## config.mk

```make
export PLATFORM = sky130hd
export DESIGN_NAME = spi_slave_rx
export DESIGN_NICKNAME = d
export VERILOG_FILES = /design/src/rtl/spi_slave_rx.sv
export SDC_FILE = /design/constraint.sdc
export NUM_CORES = 1
export LEC_CHECK = 0
export ABC_AREA = 1
export BUFFER_PORTS_ARGS = -buffer_cell sky130_fd_sc_hd__clkbuf_2
export CAP_MARGIN = 20
export CORE_MARGIN = 5
export CORE_UTILIZATION = 50
export DETAILED_ROUTE_END_ITERATION = 10
export PLACE_DENSITY = 0.81
export SETUP_SLACK_MARGIN = 0.02
export SLEW_MARGIN = 20
export SYNTH_ARGS = -nofsm -noshare
export SYNTH_HDL_FRONTEND = slang
export SYNTH_SLANG_ARGS = --single-unit
```

## constraint.sdc

```tcl
create_clock -name clk -period 1.3 [get_ports clk]
set_input_delay 0.26 -clock clk [delete_from_list [all_inputs] [get_ports clk]]
set_output_delay 0.26 -clock clk [all_outputs]
set_load 0.02 [all_outputs]
```

## src/rtl/spi_slave_rx.sv

```systemverilog
// spi_slave_rx: SPI slave receiver/transmitter in the clk domain.
// The SPI pins are oversampled through synchronizers. spi_clk edges are
// recovered by comparing the synchronized level with a delayed copy. All
// four CPOL/CPHA modes are supported, and the mode is frozen for the
// duration of a frame. Bytes stream back-to-back while cs stays low.
module spi_slave_rx #(
  parameter int SYNC_STAGES = 2
) (
  input  logic       clk,
  input  logic       reset,
  input  logic       polarity,
  input  logic       phase,
  input  logic       spi_clk,
  input  logic       cs,
  input  logic       mosi,
  output logic       miso,
  input  logic [7:0] data_tx,
  output logic [7:0] data_rx,
  output logic       rx_valid,
  output logic       frame_err,
  output logic [1:0] state,
  output logic [3:0] bit_count
);

  localparam logic [1:0] IDLE        = 2'd0;
  localparam logic [1:0] ACTIVE      = 2'd1;
  // Cycles after reset release before the cs synchronizer shows the real pin.
  localparam logic [1:0] SETTLE_DONE = 2'(SYNC_STAGES);

  // Synchronizer chains; the top bit of each is the clk-domain copy.
  logic [SYNC_STAGES-1:0] sclk_sync;
  logic [SYNC_STAGES-1:0] cs_sync;
  logic [SYNC_STAGES-1:0] mosi_sync;
  logic                   sclk_s;
  logic                   cs_s;
  logic                   mosi_s;
  logic                   sclk_d;

  // After reset, a frame may start only once cs has really been seen high.
  logic [1:0] settle_cnt;
  logic       armed;

  // Mode latched at frame start.
  logic pol_q;
  logic pha_q;

  // Shift registers.
  logic [7:0] rx_shift;
  logic [7:0] tx_shift;

  // Decoded events for the current clk cycle.
  logic       sclk_rise;
  logic       sclk_fall;
  logic       lead_edge;
  logic       trail_edge;
  logic       sample_edge;
  logic       shift_edge;
  logic       frame_start;
  logic       frame_stop;
  logic       do_sample;
  logic       do_shift;
  logic       byte_done;
  logic [7:0] rx_byte;

  // Move the asynchronous SPI pins into the clk domain.
  // NOTE: every register in this file uses non-blocking assignments. Each
  // flop then samples its input as it was before the clock edge, which is
  // what makes the chain shift by exactly one stage per clk.
  always_ff @(posedge clk or negedge reset) begin
    if (!reset) begin
      sclk_sync <= '0;
      cs_sync   <= '1;
      mosi_sync <= '1;
    end else begin
      sclk_sync <= {sclk_sync[SYNC_STAGES-2:0], spi_clk};
      cs_sync   <= {cs_sync[SYNC_STAGES-2:0], cs};
      mosi_sync <= {mosi_sync[SYNC_STAGES-2:0], mosi};
    end
  end

  assign sclk_s = sclk_sync[SYNC_STAGES-1];
  assign cs_s   = cs_sync[SYNC_STAGES-1];
  assign mosi_s = mosi_sync[SYNC_STAGES-1];

  // Delay the synchronized spi_clk by one cycle for edge detection.
  always_ff @(posedge clk or negedge reset) begin
    if (!reset) begin
      sclk_d <= 1'b0;
    end else begin
      sclk_d <= sclk_s;
    end
  end

  // Arm frame detection only after the cs chain has flushed its reset value
  // and cs is seen high. A cs held low across reset then cannot start a frame.
  always_ff @(posedge clk or negedge reset) begin
    if (!reset) begin
      settle_cnt <= 2'd0;
      armed      <= 1'b0;
    end else begin
      if (settle_cnt != SETTLE_DONE) begin
        settle_cnt <= settle_cnt + 2'd1;
      end else if (cs_s) begin
        armed <= 1'b1;
      end
    end
  end

  // Decode spi_clk edges into sample/shift events under the latched mode.
  // NOTE: every signal gets a value on every path through this block, so it
  // stays purely combinational and no latch is inferred.
  always_comb begin
    sclk_rise   = sclk_s & ~sclk_d;
    sclk_fall   = ~sclk_s & sclk_d;
    lead_edge   = pol_q ? sclk_fall : sclk_rise;
    trail_edge  = pol_q ? sclk_rise : sclk_fall;
    sample_edge = pha_q ? trail_edge : lead_edge;
    shift_edge  = pha_q ? lead_edge : trail_edge;
    // A rising cs takes priority over any edge seen in the same cycle.
    frame_start = (state == IDLE) && armed && !cs_s;
    frame_stop  = (state == ACTIVE) && cs_s;
    do_sample   = (state == ACTIVE) && !cs_s && sample_edge;
    do_shift    = (state == ACTIVE) && !cs_s && shift_edge;
    byte_done   = do_sample && (bit_count == 4'd7);
    rx_byte     = {rx_shift[6:0], mosi_s};
  end

  // Frame control: state, latched mode and bit counter.
  always_ff @(posedge clk or negedge reset) begin
    if (!reset) begin
      state     <= IDLE;
      pol_q     <= 1'b0;
      pha_q     <= 1'b0;
      bit_count <= 4'd0;
    end else begin
      if (frame_start) begin
        state     <= ACTIVE;
        pol_q     <= polarity;
        pha_q     <= phase;
        bit_count <= 4'd0;
      end else if (frame_stop) begin
        state     <= IDLE;
        bit_count <= 4'd0;
      end else if (do_sample) begin
        bit_count <= byte_done ? 4'd0 : bit_count + 4'd1;
      end else if (state != IDLE && state != ACTIVE) begin
        state <= IDLE;
      end
    end
  end

  // Receive path: shift mosi in on sample edges and publish each full byte.
  always_ff @(posedge clk or negedge reset) begin
    if (!reset) begin
      rx_shift <= 8'h00;
      data_rx  <= 8'h00;
      rx_valid <= 1'b0;
    end else begin
      rx_valid <= 1'b0;
      if (frame_start) begin
        rx_shift <= 8'h00;
      end else if (do_sample) begin
        rx_shift <= rx_byte;
        if (byte_done) begin
          data_rx  <= rx_byte;
          rx_valid <= 1'b1;
        end
      end
    end
  end

  // Transmit path. tx_shift[7] always holds the bit that the next shift edge
  // puts on miso. In CPHA=0 the MSB is already on the wire at frame start,
  // so the register is loaded pre-shifted. At a byte boundary it is reloaded
  // whole, because the following shift edge carries the new MSB.
  always_ff @(posedge clk or negedge reset) begin
    if (!reset) begin
      tx_shift <= 8'h00;
      miso     <= 1'b1;
    end else begin
      if (frame_start) begin
        if (phase) begin
          tx_shift <= data_tx;
          miso     <= 1'b1;
        end else begin
          tx_shift <= {data_tx[6:0], 1'b0};
          miso     <= data_tx[7];
        end
      end else if (frame_stop) begin
        miso <= 1'b1;
      end else if (byte_done) begin
        tx_shift <= data_tx;
      end else if (do_shift) begin
        miso     <= tx_shift[7];
        tx_shift <= {tx_shift[6:0], 1'b0};
      end
    end
  end

  // Flag a frame that ends with a partially received byte.
  always_ff @(posedge clk or negedge reset) begin
    if (!reset) begin
      frame_err <= 1'b0;
    end else begin
      frame_err <= frame_stop && (bit_count != 4'd0);
    end
  end

endmodule

```

==> results of run 1 <==
-- layout make-up --
type / count / area, µm² / area share, %
inverter: 27 / 109 / 3.71
tap: 50 / 62.6 / 2.13
sequential: 43 / 1090 / 37.1
clock buffer: 6 / 72.6 / 2.47
multi-input combinational: 157 / 985 / 33.5
clock inverter: 2 / 37.5 / 1.28
timing repair buffer: 68 / 579 / 19.7
-- state kept, by name, summed over array words and instances, names as in the netlist --
signal and cells:
miso 1, data_rx 8, frame_err 1, rx_shift 7, rx_valid 1, pol_q 1, cs_sync 2, pha_q 1
sclk_sync 2, bit_count 4, sclk_d 1, mosi_sync 2, armed 1, settle_cnt 2, state 1, tx_shift 8
-- critical path, stage by stage (launching register included) --
cell     delay [ns]
dfrtp_2        0.47
inv_4          0.11
nand3_4        0.08
nand3_4        0.12
buf_12         0.11
nand4_4        0.11
buf_6          0.16
nand2_1        0.07
nand3_1        0.10
nand2_1        0.08
o21ai_1        0.05
-- metrics by stage --
step	hold slack [ns]	setup TNS (ns)
after CTS	0.0326	-3.84
final	0.0406	-4.99
after global placement	0.251	-3.46
after global routing	0.0265	-7.28
after detailed placement	0.253	-4.66
after floorplan	-0.0356	-2.18
-- logic make-up (layout without fill, tap and decap cells) --
kind of cell | count (synthesis) | after routing | share of synthesized area, %
AOI/OAI and AO/OA | 32 | 32 | 8.03
DFF | 43 | 43 | 53.0
adders and majority gates | 3 | 3 | 1.84
and+or+nand+nor | 119 | 119 | 28.7
xor gates and xnor gates | 2 | 2 | 0.859
other | 1 | 1 | 0.184
buffers and inverters | 34 | 103 | 7.36
-- worst max path at each step --
| stage | start | cells after the start | end | slack, ns |
|---|---|---|---|---|
| after floorplan | bit_count[1]$_DFFE_PN0P_ | 10 | tx_shift[3]$_DFFE_PN0P_ | -0.18 |
| after global placement | sclk_sync[1]$_DFF_PN0_ | 10 | tx_shift[3]$_DFFE_PN0P_ | -0.16 |
| final | pol_q$_DFFE_PN0P_ | 10 | tx_shift[6]$_DFFE_PN0P_ | -0.28 |
| after global routing | pol_q$_DFFE_PN0P_ | 10 | tx_shift[6]$_DFFE_PN0P_ | -0.36 |
| after CTS | pol_q$_DFFE_PN0P_ | 10 | tx_shift[5]$_DFFE_PN0P_ | -0.20 |
| after detailed placement | sclk_sync[1]$_DFF_PN0_ | 8 | rx_shift[3]$_DFFE_PN0P_ | -0.22 |
-- per-layer routing --
metal	vias up	wire length, µm
met5	-	0
met4	0	114
met3	12	284
met2	64	2640
met1	892	1960
li1	890	-
-- what timing repair did --
action | 4_1_cts | 5_1_grt
hold buffers | 1 | 0
pin swaps | 13 | 10
resized for setup | 37 | 38
setup buffers | 6 | 2
hold endpoints to repair | 38 | 0
gates cloned | 0 | 0
setup endpoints to repair | 32 | 35
-- cell usage after synthesis, drive strengths merged --
| cell | number | area, µm² |
|---|---|---|
| inv | 27 | 101 |
| a31oi | 1 | 6.26 |
| nand2 | 67 | 251 |
| nor2 | 18 | 109 |
| clkbuf | 1 | 3.75 |
| nand3 | 28 | 170 |
| a21oi | 5 | 25.0 |
| conb | 1 | 3.75 |
| buf | 6 | 45.0 |
| dfrtp | 38 | 951 |
| dfstp | 5 | 131 |
| xor2 | 1 | 8.76 |
| o22ai | 2 | 12.5 |
| xnor2 | 1 | 8.76 |
| ha | 3 | 37.5 |
| nand4 | 2 | 18.8 |
| nor3 | 4 | 36.3 |
| o21ai | 24 | 120 |
-- report_power, final --
group	total, W	switching (W)	internal (W)
clock	0.00104	0.000467	0.000573
combinational	0.000818	0.000449	0.000369
sequential	0.00159	0.000100	0.00149
==> impl_metrics.tcl, run 1 <==
set metrics [dict create \
    dpl-instance-area_um2 2500 \
    report.final.slew_viol_count 0 \
    fin_skew_ns 0.0109 \
    end_kind "flop" \
    final_cell_area_um2 2940 \
    busiest_layer "met2" \
    grt.met3_usage_pct 4.92 \
    setup_slack_ns -0.275 \
    layout_common_cells "nand2_1, dfrtp_1, clkbuf_2" \
    min_path_type "in -> reg" \
    critPathKind "reg -> reg" \
    first_global_vias 1858 \
    antenna_found_initial 0 \
    final_nets 320 \
    ys_ff_latch 43 \
    utilization_pct 73.9 \
    leakagePower_nw 1.43 \
    die_h_um 73.9 \
    reg2reg_from "pol_q$_DFFE_PN0P_" \
    syn-instance-count 234 \
    clock-root-buffer "clkbuf_8" \
    r2r_setup_slack_ns -0.28 \
    drt_iter0_markers 166 \
    htreeDepth 2 \
    fin_cells 353 \
    ys_types 29 \
    grt_setup_unrepaired "true" \
    drive_gt1_share_pct 42.9 \
    clkSlewWorstSetupHoldPaths_ns 0.08 \
    gp_congestion 0.814 \
    cp.required_ns 1.49 \
    synthesis.nets 252 \
    area_growth_pct 43.8 \
    rr_worst_depth 10 \
    num-fill-cells 280 \
    ant_nets 0 \
    viasPerCell 5.26 \
    dpl.cell_count 336 \
    grt_overflow 0 \
    io_buffers 30 \
    hpwlAfterDp_um 3170 \
    worstHoldStart "cs" \
    grt_pass1_wl_um 8250 \
    yosys_warnings 0 \
    drtPass1Iterations 4 \
    r2r_end "tx_shift[6]$_DFFE_PN0P_" \
    vias 1858 \
    wire_per_inst_um 14.1 \
    hold_viol_final 0 \
    grt_max_degree 44 \
    place_ws_ns -0.219 \
    drc 0 \
    cap_violations 0 \
    cp.arrival_ns 1.76 \
    clk_latency_ns 0.30 \
    cts_tree "done" \
    io_pins 32 \
    avgSynthCellArea_um2 8.72 \
    coreArea_um2 3970 \
    cts_sinks 43 \
    track_usage_pct 19.8 \
    rows 23 \
    min_path_cells 1 \
    ir_drop_v 0.00104 \
    syn_area_um2 2040 \
    final_common_cell "nand2_1" \
    path_max_fanout 6 \
    cts_buffers 5 \
    min_to "cs_sync[0]$_DFF_PN1_" \
    finalCriticalPeriod_ns 1.58 \
    use_met1_pct 24.0 \
    initial_core_util_pct 51.4 \
    outcome "finished with violations" \
    antenna_cells 0 \
    use_met2_pct 33.7 \
    synth_seq_area_share_pct 53.0 \
    crit_path_start_kind "flop" \
    power.total_w 0.00345 \
    violations "negative setup slack" \
    dieArea_um2 5460 \
    die_x_um 73.9 \
    powerDensity_nw_per_um2 1180 \
    period_share_pct 121 \
    routed_wl_um 4990 \
    fmax_mhz 635 \
    setup-violations-final 29 \
    clockBufferDepth 2 \
]
No activity file was read; power rests on OpenSTA's default activity.
==> inputs of run 2 (changes only) <==
--- a/config.mk
+++ b/config.mk
@@ -8,6 +8,7 @@
 export ABC_AREA = 1
 export BUFFER_PORTS_ARGS = -buffer_cell sky130_fd_sc_hd__clkbuf_2
 export CAP_MARGIN = 20
+export CORE_ASPECT_RATIO = 0.9
 export CORE_MARGIN = 5
 export CORE_UTILIZATION = 50
 export DETAILED_ROUTE_END_ITERATION = 10
==> constraint.sdc (replaced) <==
create_clock -name clk -period 1.3 [get_ports clk]
set_input_delay 0.325 -clock clk [delete_from_list [all_inputs] [get_ports clk]]
set_output_delay 0.325 -clock clk [all_outputs]
set_load 0.02 [all_outputs]
==> run 2 against run 1 <==
Against the previous run: the run still ends with negative setup slack left; global-route usage is 1.5 points higher; sequential cell count unchanged; sequential power about the same; register-to-register slack worse by 0.04 ns; clock power about the same; fmax is 2.2% lower; clock skew rose by 0.0017 ns; power increased by 3.3%; sequential share of layout area is 1.9 points lower; via count is 6.7% higher; critical path type unchanged; largest cell class unchanged; highest routed layer unchanged.
==> impl_metrics.tcl, run 2 (same netlist as run 1, synthesis figures left out) <==
set metrics [dict create \
    outcome "finished with violations" \
    violations "negative setup slack" \
    busiest_layer "met2" \
    multi_input_area_um2 1070 \
    cp.arrival_ns 1.79 \
    finalCriticalPeriod_ns 1.61 \
    first_global_vias 1977 \
    period_share_pct 124 \
    setup-violations-final 32 \
    cts_buffers 5 \
    track_usage_pct 21.2 \
    clkSlewWorstSetupHoldPaths_ns 0.09 \
    grt.met3_usage_pct 4.33 \
    grt_pass1_wl_um 9450 \
    final_cell_area_um2 3090 \
    hpwlAfterDp_um 3320 \
    rows 22 \
    drive_gt1_share_pct 49.5 \
    viasPerCell 5.55 \
    cap_violations 0 \
    antenna_cells 0 \
    wire_per_inst_um 17.4 \
    end_kind "flop" \
    coreArea_um2 4020 \
    die_h_um 70.6 \
    leakagePower_nw 1.50 \
    area_growth_pct 51.5 \
    grt_overflow 0 \
    dpl-instance-area_um2 2510 \
    path_max_fanout 5 \
    vias 1982 \
    dieArea_um2 5460 \
    min_path_type "in -> reg" \
    powerDensity_nw_per_um2 1150 \
    clockBufferDepth 2 \
    use_met1_pct 27.6 \
    die_x_um 77.3 \
    num-fill-cells 242 \
    io_buffers 30 \
    fmax_mhz 621 \
    report.final.slew_viol_count 0 \
    regArea_um2 1090 \
    drt_iter0_markers 228 \
    use_met2_pct 36.0 \
    cts_tree "done" \
    grt_setup_unrepaired "true" \
    cts_sinks 43 \
    tns_ns -5.88 \
    drtPass1Iterations 4 \
    gp_congestion 0.947 \
    critPathKind "reg -> reg" \
    hold_viol_final 0 \
    utilization_pct 76.9 \
    power.total_w 0.00356 \
    fin_skew_ns 0.0127 \
    setup_slack_ns -0.311 \
    clk_latency_ns 0.30 \
    top_regs "data_rx x8, tx_shift x8, rx_shift x7" \
    initial_core_util_pct 50.8 \
    antenna_found_initial 0 \
    crit_path_start_kind "flop" \
    final_common_cell "nand2_1" \
    grt_max_degree 44 \
    cp.required_ns 1.48 \
    ir_drop_v 0.000954 \
    clock-root-buffer "clkbuf_8" \
    io_pins 32 \
    drc 0 \
    routed_wl_um 6210 \
    final_nets 326 \
    ant_nets 0 \
    layout_common_cells "nand2_1, dfrtp_1, clkbuf_2" \
    htreeDepth 2 \
]
==> run 2: path summary, 6_finish.rpt <==
check / start / end / slack, ns / cells after the start
worst max-delay path: bit_count[1]$_DFFE_PN0P_ / tx_shift[2]$_DFFE_PN0P_ / -0.31 / 9
worst min-delay path: mosi / mosi_sync[0]$_DFF_PN1_ / 0.10 / 1
worst max register to register: bit_count[1]$_DFFE_PN0P_ / tx_shift[2]$_DFFE_PN0P_ / -0.31 / 9
worst min register to register: mosi_sync[0]$_DFF_PN1_ / mosi_sync[1]$_DFF_PN1_ / 0.36 / 0
max in group asynchronous: reset / cs_sync[0]$_DFF_PN1_ / 0.48 / 3
min in group asynchronous: reset / sclk_sync[1]$_DFF_PN0_ / 0.54 / 3
==> run 2: through the flow <==
step,setup WS [ns],hold WS [ns],std cells
2_1_floorplan,-0.183,0.0294,234
3_3_place_gp,-0.187,0.318,338
3_5_place_dp,-0.236,0.321,338
4_1_cts,-0.190,0.0891,357
5_1_grt,-0.356,0.0867,357
6_report,-0.311,0.104,357
==> run 2: what timing repair did <==
item | CTS | global route
endpoints found under the setup margin | 34 | 37
resized for setup | 52 | 53
hold buffers | 1 | 0
pin swaps | 13 | 11
cloned | 1 | 0
endpoints found under the hold margin | 6 | 0
setup buffers | 9 | 3
==> run 2: power breakdown <==
group | switching, W | total, W | internal, W
logic | 0.000506 | 0.000915 | 0.000409
registers | 0.000106 | 0.00160 | 0.00149
clock network | 0.000479 | 0.00105 | 0.000572
==> run 2: area by class of cell <==
class | count | share of cell area [%]
Inverter | 27 | 3.60
Timing Repair Buffer | 73 | 21.0
Clock inverter | 3 | 1.42
Sequential cell | 43 | 35.2
Tap cell | 48 | 1.94
Clock buffer | 5 | 2.23
Multi-Input combinational cell | 158 | 34.6
==> run 2: per-layer routing <==
layer | share of wire, % | vias up | wire, µm
met4 | 4.1 | 0 | 255
met3 | 5.7 | 26 | 354
li1 | - | 907 | -
met2 | 52 | 99 | 3200
met1 | 39 | 950 | 2400
met5 | 0 | - | 0
==> run 2: critical path, cell delays in order, from the launching register on <==
cell and delay, ns:
dfrtp_2 0.41, ha_4 0.16, inv_4 0.04, nor3_4 0.17, buf_6 0.15, nand4_2 0.18, nand2_1 0.13, nand3_1 0.11
nand2_1 0.09, nand2_1 0.06
==> inputs of run 3 (changes only) <==
--- a/config.mk
+++ b/config.mk
@@ -13,7 +13,7 @@
 export CORE_UTILIZATION = 50
 export DETAILED_ROUTE_END_ITERATION = 10
 export PLACE_DENSITY = 0.81
-export SETUP_SLACK_MARGIN = 0.02
+export SETUP_SLACK_MARGIN = 0.1
 export SLEW_MARGIN = 20
 export SYNTH_ARGS = -nofsm -noshare
 export SYNTH_HDL_FRONTEND = slang
==> run 3 against run 2 <==
Against the previous run: the flow still finishes with violations (negative setup slack); count of clock-buffer cells in the layout up 1; power shrank 5.1%; clock skew hardly changed; clock power is 14% lower; cell count rose by 0.56%; worst setup slack improved by 0.065 ns; fmax increased by 4.2%; hold slack worse by 0.011 ns.
==> impl_metrics.tcl, run 3 (same netlist as run 1, synthesis figures left out) <==
set metrics [dict create \
    outcome "finished with violations" \
    violations "negative setup slack" \
    ant_nets 0 \
    rr_worst_depth 6 \
    antenna_found_initial 0 \
    hpwlAfterDp_um 3050 \
    clk_latency_ns 0.30 \
    die_x_um 77.3 \
    grt_max_degree 44 \
    area_growth_pct 55.7 \
    vias 1880 \
    clock-root-buffer "clkbuf_8" \
    cp_num_buf_inv 1 \
    setup_slack_ns -0.246 \
    cts_sinks 43 \
    num-fill-cells 242 \
    fmax_mhz 647 \
    hold_viol_final 0 \
    final_common_cell "nand2_1" \
    viasPerCell 5.24 \
    path_cells "nor3_4 > buf_4 > nand2_1 > o22ai_1 > nor2_1 > a21oi_2" \
    cts_tree "done" \
    crit_family "simple AND/OR/NAND/NOR gates" \
    wire_per_inst_um 15.2 \
    grt_pass1_wl_um 7970 \
    rows 22 \
    min_to "mosi_sync[0]$_DFF_PN1_" \
    clkSlewWorstSetupHoldPaths_ns 0.09 \
    track_usage_pct 17.9 \
    io_buffers 30 \
    worstHoldStart "mosi" \
    cp.arrival_ns 1.76 \
    cpMaxStageDelayCell "dfstp_2" \
    crit_path_start_kind "flop" \
    die_h_um 70.6 \
    top_regs "data_rx x8, tx_shift x8, rx_shift x7" \
    r2r_setup_slack_ns -0.25 \
    antenna_cells 0 \
    critPathKind "reg -> reg" \
    setup-violations-final 32 \
    slowest_delay_ns 0.41 \
    r2r_end "tx_shift[7]$_DFFE_PN0P_" \
    path_max_fanout 5 \
    leakagePower_nw 1.52 \
    layout_common_cells "nand2_1, dfrtp_1, buf_4" \
    min_path_cells 1 \
    cts_buffers 5 \
    grt_setup_unrepaired "true" \
    dieArea_um2 5460 \
    gp_congestion 0.826 \
    finalCriticalPeriod_ns 1.55 \
    tns_ns -4.78 \
    min_path_type "in -> reg" \
    final_nets 328 \
    initial_core_util_pct 50.8 \
    coreArea_um2 4020 \
    clockBufferDepth 2 \
    dpl-instance-area_um2 2460 \
    ir_drop_v 0.00100 \
    htreeDepth 2 \
    cap_violations 0 \
    final_cell_area_um2 3180 \
    crit_cells 6 \
    reg2reg_from "cs_sync[1]$_DFF_PN1_" \
    drc 0 \
    routed_wl_um 5450 \
    io_pins 32 \
    grt_overflow 0 \
    cp.required_ns 1.52 \
    first_global_vias 1785 \
    period_share_pct 119 \
    powerDensity_nw_per_um2 1070 \
    report.final.slew_viol_count 0 \
    end_kind "flop" \
    drive_gt1_share_pct 49.8 \
    power.total_w 0.00338 \
    drtPass1Iterations 5 \
    fin_skew_ns 0.0127 \
    drt_iter0_markers 127 \
]
## run 3: layout make-up
cell class	count	area, µm²	area share, %
clock buffers	6	82.6	2.60
inverters	27	114	3.58
well taps	48	60.1	1.89
flip-flops and latches	43	1090	34.3
multi-input cells	158	1110	35.0
repair buffers	75	702	22.1
clock inverters	2	16.3	0.512
## run 3: power by group
group	total (W)	switching [W]	leakage, nW	internal (W)
logic	0.000872	0.000483	0.937	0.000389
clock network	0.000902	0.000468	0.0474	0.000434
registers	0.00161	0.000118	0.536	0.00149
total	0.00338	0.00107	1.52	0.00231
## run 3: through the flow
stage,util [%],setup slack (ns),hold slack (ns),instances
after floorplan,-,-0.183,0.0294,234
after global placement,61.3,-0.183,0.316,330
after detailed placement,61.3,-0.231,0.320,330
after CTS,71.8,-0.179,0.0906,348
after global routing,79.0,-0.308,0.0947,359
final,79.0,-0.246,0.0926,359
## run 3: worst max path at each step
stage                         endpoint  slack (ns)                      from
4_1_cts        tx_shift[3]$_DFFE_PN0P_       -0.18    sclk_sync[1]$_DFF_PN0_
5_1_grt        tx_shift[2]$_DFFE_PN0P_       -0.31  bit_count[1]$_DFFE_PN0P_
3_5_place_dp   tx_shift[6]$_DFFE_PN0P_       -0.23    sclk_sync[1]$_DFF_PN0_
3_3_place_gp   tx_shift[6]$_DFFE_PN0P_       -0.18    sclk_sync[1]$_DFF_PN0_
6_report       tx_shift[7]$_DFFE_PN0P_       -0.25      cs_sync[1]$_DFF_PN1_
2_1_floorplan  tx_shift[3]$_DFFE_PN0P_       -0.18  bit_count[1]$_DFFE_PN0P_
## run 3: what timing repair did
action | in CTS | in global routing
setup buffers | 7 | 11
endpoints found under the hold margin | 22 | 0
pin swaps | 15 | 15
gates resized for setup | 59 | 73
hold buffers | 1 | 0
gates cloned | 2 | 1
setup endpoints to repair | 35 | 44
## run 3: per-layer routing
metal,GRT usage (%),wire (µm)
met1,22.9,2280
met2,29.9,2820
met3,5.60,235
met4,4.01,105
met5,0,0
## run 3: worst register-to-register path, cell delays in order (launching register included)
cell,delay (ns)
dfstp_2,0.41
nor3_4,0.29
buf_4,0.20
nand2_1,0.10
o22ai_1,0.20
nor2_1,0.10
a21oi_2,0.17
